$ cat src/rtl/encoder_arbiter.sv
// rtl/encoder_arbiter.sv - registered request-word encoder with fixed/round-robin arbitration
module encoder_arbiter #(
  parameter int                 N_IN         = 32,
  parameter int                 OUT_W        = $clog2(N_IN),
  parameter int                 MODE         = 0,
  parameter logic [OUT_W-1:0]   DEFAULT_CODE = {OUT_W{1'b1}},
  parameter int                 CNT_W        = 8
) (
  input  logic              clock,
  input  logic              clear,
  input  logic [N_IN-1:0]   req_in,
  input  logic              req_valid,
  output logic              req_ready,
  output logic [OUT_W-1:0]  code_out,
  output logic              code_valid,
  input  logic              code_ready,
  output logic              none_hit,
  output logic              multi_hit,
  output logic [CNT_W-1:0]  err_count
);

  localparam logic EMPTY = 1'b0;
  localparam logic FULL  = 1'b1;

  logic             state;
  logic [OUT_W-1:0] rr_ptr;
  logic             accept;
  logic             word_none;
  logic             word_multi;
  logic [OUT_W-1:0] low_code;
  logic [OUT_W-1:0] rr_code;
  logic [OUT_W-1:0] rr_next;
  logic [OUT_W-1:0] enc_code;

  assign code_valid = (state == FULL);
  assign req_ready  = !code_valid || code_ready;
  assign accept     = req_valid && req_ready;

  // Classify the incoming word: clearing the lowest set bit leaves something iff >=2 bits are set.
  always_comb begin
    word_none  = (req_in == '0);
    word_multi = |(req_in & (req_in - 1'b1));
  end

  // Lowest set index; scanning downward lets the lowest match overwrite higher ones.
  always_comb begin
    low_code = '0;
    for (int i = N_IN - 1; i >= 0; i--) begin
      if (req_in[i]) low_code = OUT_W'(i);
    end
  end

  // Round-robin search: first set bit at or after rr_ptr, wrapping past N_IN-1 back to 0.
  always_comb begin
    logic [OUT_W:0]   sum;
    logic [OUT_W-1:0] idx;
    logic             found;
    rr_code = '0;
    found   = 1'b0;
    sum     = '0;
    idx     = '0;
    for (int j = 0; j < N_IN; j++) begin
      sum = {1'b0, rr_ptr} + (OUT_W+1)'(j);
      if (sum >= (OUT_W+1)'(N_IN)) sum = sum - (OUT_W+1)'(N_IN);
      idx = sum[OUT_W-1:0];
      if (!found && req_in[idx]) begin
        rr_code = idx;
        found   = 1'b1;
      end
    end
  end

  // Pointer moves to just past the granted index, wrapping at N_IN.
  always_comb begin
    logic [OUT_W:0] nx;
    nx      = {1'b0, rr_code} + 1'b1;
    rr_next = (nx == (OUT_W+1)'(N_IN)) ? '0 : nx[OUT_W-1:0];
  end

  // Select the code to capture: default for empty words, arbitration result for multi-bit words.
  always_comb begin
    if (word_none)                     enc_code = DEFAULT_CODE;
    else if (word_multi && MODE == 1)  enc_code = rr_code;
    else                               enc_code = low_code;
  end

  // Output stage: capture on accept, drain on downstream consume, hold otherwise.
  always_ff @(posedge clock) begin
    if (!clear) begin
      state     <= EMPTY;
      code_out  <= DEFAULT_CODE;
      none_hit  <= 1'b0;
      multi_hit <= 1'b0;
    end else if (accept) begin
      state     <= FULL;
      code_out  <= enc_code;
      none_hit  <= word_none;
      multi_hit <= word_multi;
    end else if (code_valid && code_ready) begin
      state     <= EMPTY;
    end
  end

  // Round-robin pointer only advances when arbitration actually resolved a conflict.
  always_ff @(posedge clock) begin
    if (!clear) begin
      rr_ptr <= '0;
    end else if (MODE == 1 && accept && word_multi) begin
      rr_ptr <= rr_next;
    end
  end

  // Saturating count of accepted malformed (zero or multi-bit) words.
  always_ff @(posedge clock) begin
    if (!clear) begin
      err_count <= '0;
    end else if (accept && (word_none || word_multi) && err_count != {CNT_W{1'b1}}) begin
      err_count <= err_count + 1'b1;
    end
  end

endmodule
$ cat config.mk
export PLATFORM = sky130hd
export DESIGN_NAME = encoder_arbiter
export DESIGN_NICKNAME = d
export VERILOG_FILES = /design/src/rtl/encoder_arbiter.sv
export SDC_FILE = /design/constraint.sdc
export NUM_CORES = 1
export LEC_CHECK = 0
export BUFFER_PORTS_ARGS = -buffer_cell sky130_fd_sc_hd__buf_2
export CORE_ASPECT_RATIO = 2
export CORE_MARGIN = 3
export CORE_UTILIZATION = 41
export CTS_CLUSTER_SIZE = 25
export DETAILED_ROUTE_END_ITERATION = 10
export GPL_ROUTABILITY_DRIVEN = 0
export PLACE_DENSITY = 0.68
export SKIP_LAST_GASP = 1
export SLEW_MARGIN = 30
export SYNTH_ARGS = -nofsm -noshare
export SYNTH_HDL_FRONTEND = slang
export SYNTH_SLANG_ARGS = --single-unit
$ cat constraint.sdc
create_clock -name clock -period 5.05 [get_ports clock]
set_clock_uncertainty 0.05 [all_clocks]
set_input_delay 0.7575 -clock clock [delete_from_list [all_inputs] [get_ports clock]]
set_output_delay 0.7575 -clock clock [all_outputs]
set_load 0.01 [all_outputs]
### Word-level counts from Yosys, hierarchy flattened

Cells that the tools add are included.

| word-level totals | value |
|---|---|
| output and inout port bits | 17 |
| logic and storage cells | 54 |
| bits in registers | 16 |

| cells by class | value |
|---|---|
| equality and inequality tests | 1 |
| bitwise gates (word level) | 1 |
| add/sub/neg operators | 2 |
| muxes and demuxes | 35 |
| reduce and logical (&&, ||, !) cells | 10 |

Operators by type and width:

| operator | number |
|---|---|
| $mux 5 | 33 |
| $and 32x32->32 | 1 |
| $logic_not 32->1 | 1 |
| $reduce_or 32->1 | 1 |
| $sub 32x1->32 const B | 1 |
| $add 8x1->8 const B | 1 |
| $ne 8x8->1 const B | 1 |
| $logic_and 1x1->1 | 4 |
| $logic_or 1x1->1 | 2 |
| $mux 1 | 2 |
| $reduce_bool 2->1 | 1 |
| $logic_not 1->1 | 1 |

### Logic depth before layout (Yosys ltp)

| depth | value |
|---|---|
| word-level depth | 33 |
| depth in mapped cells | 10 |
| gate-level depth less buffers | 8 |

### Worst setup path after synthesis

OpenSTA, ideal clock, no wires.

| timing | value |
|---|---|
| path type | input to register |
| start | input req_in[8] |
| end | register err_count[6] |
| path buffers | 2 |
| path slack | 2,066 ps |
| data arrival time | 2,816 ps |
| data required time | 4,881 ps |
| stages on the path | 10 |
| cells stage by stage | buf_2 -> nor4_1 -> nand3_1 -> buf_2 -> o41ai_1 -> o311ai_1 -> a31o_1 -> nor3b_4 -> nor2_1 -> o221a_1 |

| between the ends | value |
|---|---|
| word-level cells in the longest chain between the ends | 6 |
| elaborated cells on any way between the ends | 7 |
| those cells by class | 1 x add/sub; 1 x bitwise; 5 x reduce/logical |

Ends and longest elaborated chain:

| what | RTL line | RTL |
|---|---|---|
| start: declaration | 11 | `input logic [N_IN-1:0] req_in,` |
| $sub 32x1->32 | 42 | `word_multi = \|(req_in & (req_in - 1'b1));` |
| $and 32x32->32 | 42 |  |
| $reduce_or 32->1 | 42 |  |
| $logic_or 1x1->1 (*) | 117 | `end else if (accept && (word_none \|\| word_multi) && err_count != {CNT_W{1'b1}}) begin` |
| $logic_and 1x1->1 (*) (2 in series) | 117 |  |
| end signal: assignment | 118 | `err_count <= err_count + 1'b1;` |
| end: declaration | 19 | `output logic [CNT_W-1:0] err_count` |

Mark *: on every way between the ends. The rest lies on a longest branch, timed or not.
A chain may end at the register's enable or synchronous reset.

### Final worst setup path

| timing | value |
|---|---|
| start | input req_in[11] |
| end | register err_count[7] |

Same word-level chain as after synthesis.

==> flow_summary.toml <==
[clock_network]
tritoncts = "done"
ctsHoldBuffers = 0
postCtsSetupBuffers = 0
path_clk_slew_ns = 0.05
cts_buffers = 3
worstSkewPairLatency_ns = 0.25
ctsResizeCount = 0
cts.htree.levels = 1
cts_sinks = 16
clockBufferDepth = 2
root_buffer = "clkbuf_8"

[logic_synthesis]
synth_warnings = 0
synth_top_area_share_pct = 22.0
synth_edf_count = 0
ys_types = 48
yosys_most_used_dff = "dfxtp_1"
synth.most_common_cell = "nor2_1"
yosys.area.top_type = "dfxtp_1"
synth_fp_nets = 241
yosysSeqAreaShare_pct = 22.0
synth_commonest_cells = "23 x nor2_1, 20 x nand2_1, 16 x dfxtp_1"
synth_cells = 204
synth_area_leaders = "dfxtp_1 22%, nor4_1 6.0%, nor2_1 5.9%, nand2_1 5.2%, a21oi_1 4.8%"
ys_async_sr_fraction_pct = 0
avgSynthCellArea_um2 = 7.13
syn-cell-area_um2 = 1450
ys_ff_latch = 16

[placed_design]
hpwl_um = 3620
place_area_um2 = 1740
portBuffers = 52

[grt]
grt_usage_pct = 22.0
grt_pass1_wl_um = 7280
grt_remaining_overflow = 0
antenna_found_initial = 0
grt_max_degree = 19
grt_pass1_vias = 1689

[critical_path]
worstSetupStartpointType = "primary input"
crit_type = "in -> reg"
reg2reg_depth = 6
r2r_slack_ns = 3.03
timing.rr.start = "err_count[0]"
critical_path_peak_fanout = 11
cp.required_ns = 5.13
cp.arrival_ns = 3.26
rr_endpoint = "err_count[4]"
cp-end-kind = "register"

[route]
firstDrtPassIters = 4
wire_per_inst_um = 15.0
wl_um = 4470
ant_nets = 0
dr_total_vias = 1800
via_per_inst = 6.04
initialDrtViolationCount = 64
drc = 0

[die]
die-area_um2 = 4340
initial_utilization_pct = 42.6
core-area_um2 = 3420
die_h_um = 90.2
ios = 53
rows = 30
chipWidth_um = 48.1

[final_layout]
antennaDiodeCount = 0
final_nets = 289
final_area_um2 = 1780
area_delta_synth_final_pct = 22.4
drive_gt1_share_pct = 23.6

[pwr]
power.leakage_nw = 0.707
powerDensity_nw_per_um2 = 177
ir_worst_vdd_v = 0.0000913

[flow_run]
drv_cap = 0

[worst_hold_path]
holdPathStages = 2
hp-start = "code_out[1]"
worstHoldPathType = "reg -> reg"
min_to = "code_out[1]"

[sta]
setup_tns_ns = 0
slew_viol_final = 0
max_freq_mhz = 315
period_minus_slack_ns = 3.17
tightest_slew_ns = 0.563
finalSetupViolations = 0
finalHoldViolCount = 0
rsz0062_at_grt = "no"
maxSlewHeadroom_pct = 62.3
fin_crit_sh_pct = 62.8

[run_status]
status = "finished, final reports clean"
==> cells in the final DEF (no fill, tap or decap), types with 3 or more instances in the layout <==
cell / instances
o21ai_0: 10
o21a_1: 3
nor4_1: 14
nor3_1: 9
inv_1: 10
dfxtp_1: 16
or3_1: 3
nor2_1: 23
nand2b_1: 6
nand3_1: 8
nand2_1: 20
buf_2: 52
nor4b_1: 3
clkbuf_8: 3
o41ai_1: 4
and3_1: 4
o31ai_1: 4
or4_1: 4
a21oi_1: 14
mux2i_1: 5
==> final cells by class <==
class / count / area [µm²]
fillers: 365 / 1640
multi-input cells: 169 / 1060
flip-flops and latches: 16 / 320
repair buffers: 52 / 260
well taps: 48 / 60.1
clock buffers: 3 / 41.3
inverters: 10 / 37.5
==> flip-flops by register name, indices dropped and copies added, names as in the netlist <==
register	count
code_valid	1
none_hit	1
err_count	8
multi_hit	1
code_out	5
==> how the worst max path moves through the flow <==
| stage | from | end | slack [ns] | cells past startpoint |
|---|---|---|---|---|
| floorplan | req_in[8] | err_count[6] | 2.07 | 10 |
| global placement | req_in[7] | err_count[7] | 1.74 | 9 |
| detailed placement | req_in[11] | err_count[6] | 1.67 | 9 |
| CTS | req_in[11] | err_count[7] | 1.91 | 9 |
| global route | req_in[6] | err_count[7] | 1.61 | 9 |
| finish | req_in[11] | err_count[7] | 1.88 | 9 |
==> worst max-delay path: stages <==
cell and delay [ns]:
buf_2 0.14, nor4_1 0.36, nand3_1 0.37, o41ai_1 0.48, o311ai_1 0.15, a31o_1 0.26, nor3b_4 0.39, nor4_1 0.12
o211a_1 0.22
==> report_power, final <==
| group | internal (W) | switching (W) | total [W] |
|---|---|---|---|
| clock network | 0.0000528 | 0.0000396 | 0.0000924 |
| logic | 0.0000330 | 0.0000523 | 0.0000853 |
| registers | 0.000132 | 0.00000440 | 0.000137 |
==> metrics by stage <==
step	util (%)	setup WS (ns)	power, W	std cells	hold slack (ns)
2_1_floorplan	-	2.07	0.000180	204	0.452
3_3_place_gp	50.9	1.74	0.000224	295	0.405
6_report	52.1	1.88	0.000314	298	0.426
5_1_grt	52.1	1.61	0.000333	298	0.456
3_5_place_dp	50.9	1.67	0.000224	295	0.416
4_1_cts	52.1	1.91	0.000317	298	0.429
==> kinds of logic after synthesis <==
family,share of synthesized area [%]
flops,22.0
compound gates,28.4
fa+ha+maj,2.24
simple gates,38.8
mux,3.44
buf+inv,5.08
==> per-layer routing <==
layer | GRT usage (%) | vias up | routed length, µm
met4 | 11.5 | 0 | 150
met5 | 0 | - | 0
met2 | 38.8 | 70 | 2480
met1 | 22.8 | 831 | 1640
met3 | 2.40 | 14 | 197
li1 | - | 885 | -
(Power assumes the default switching activity.)
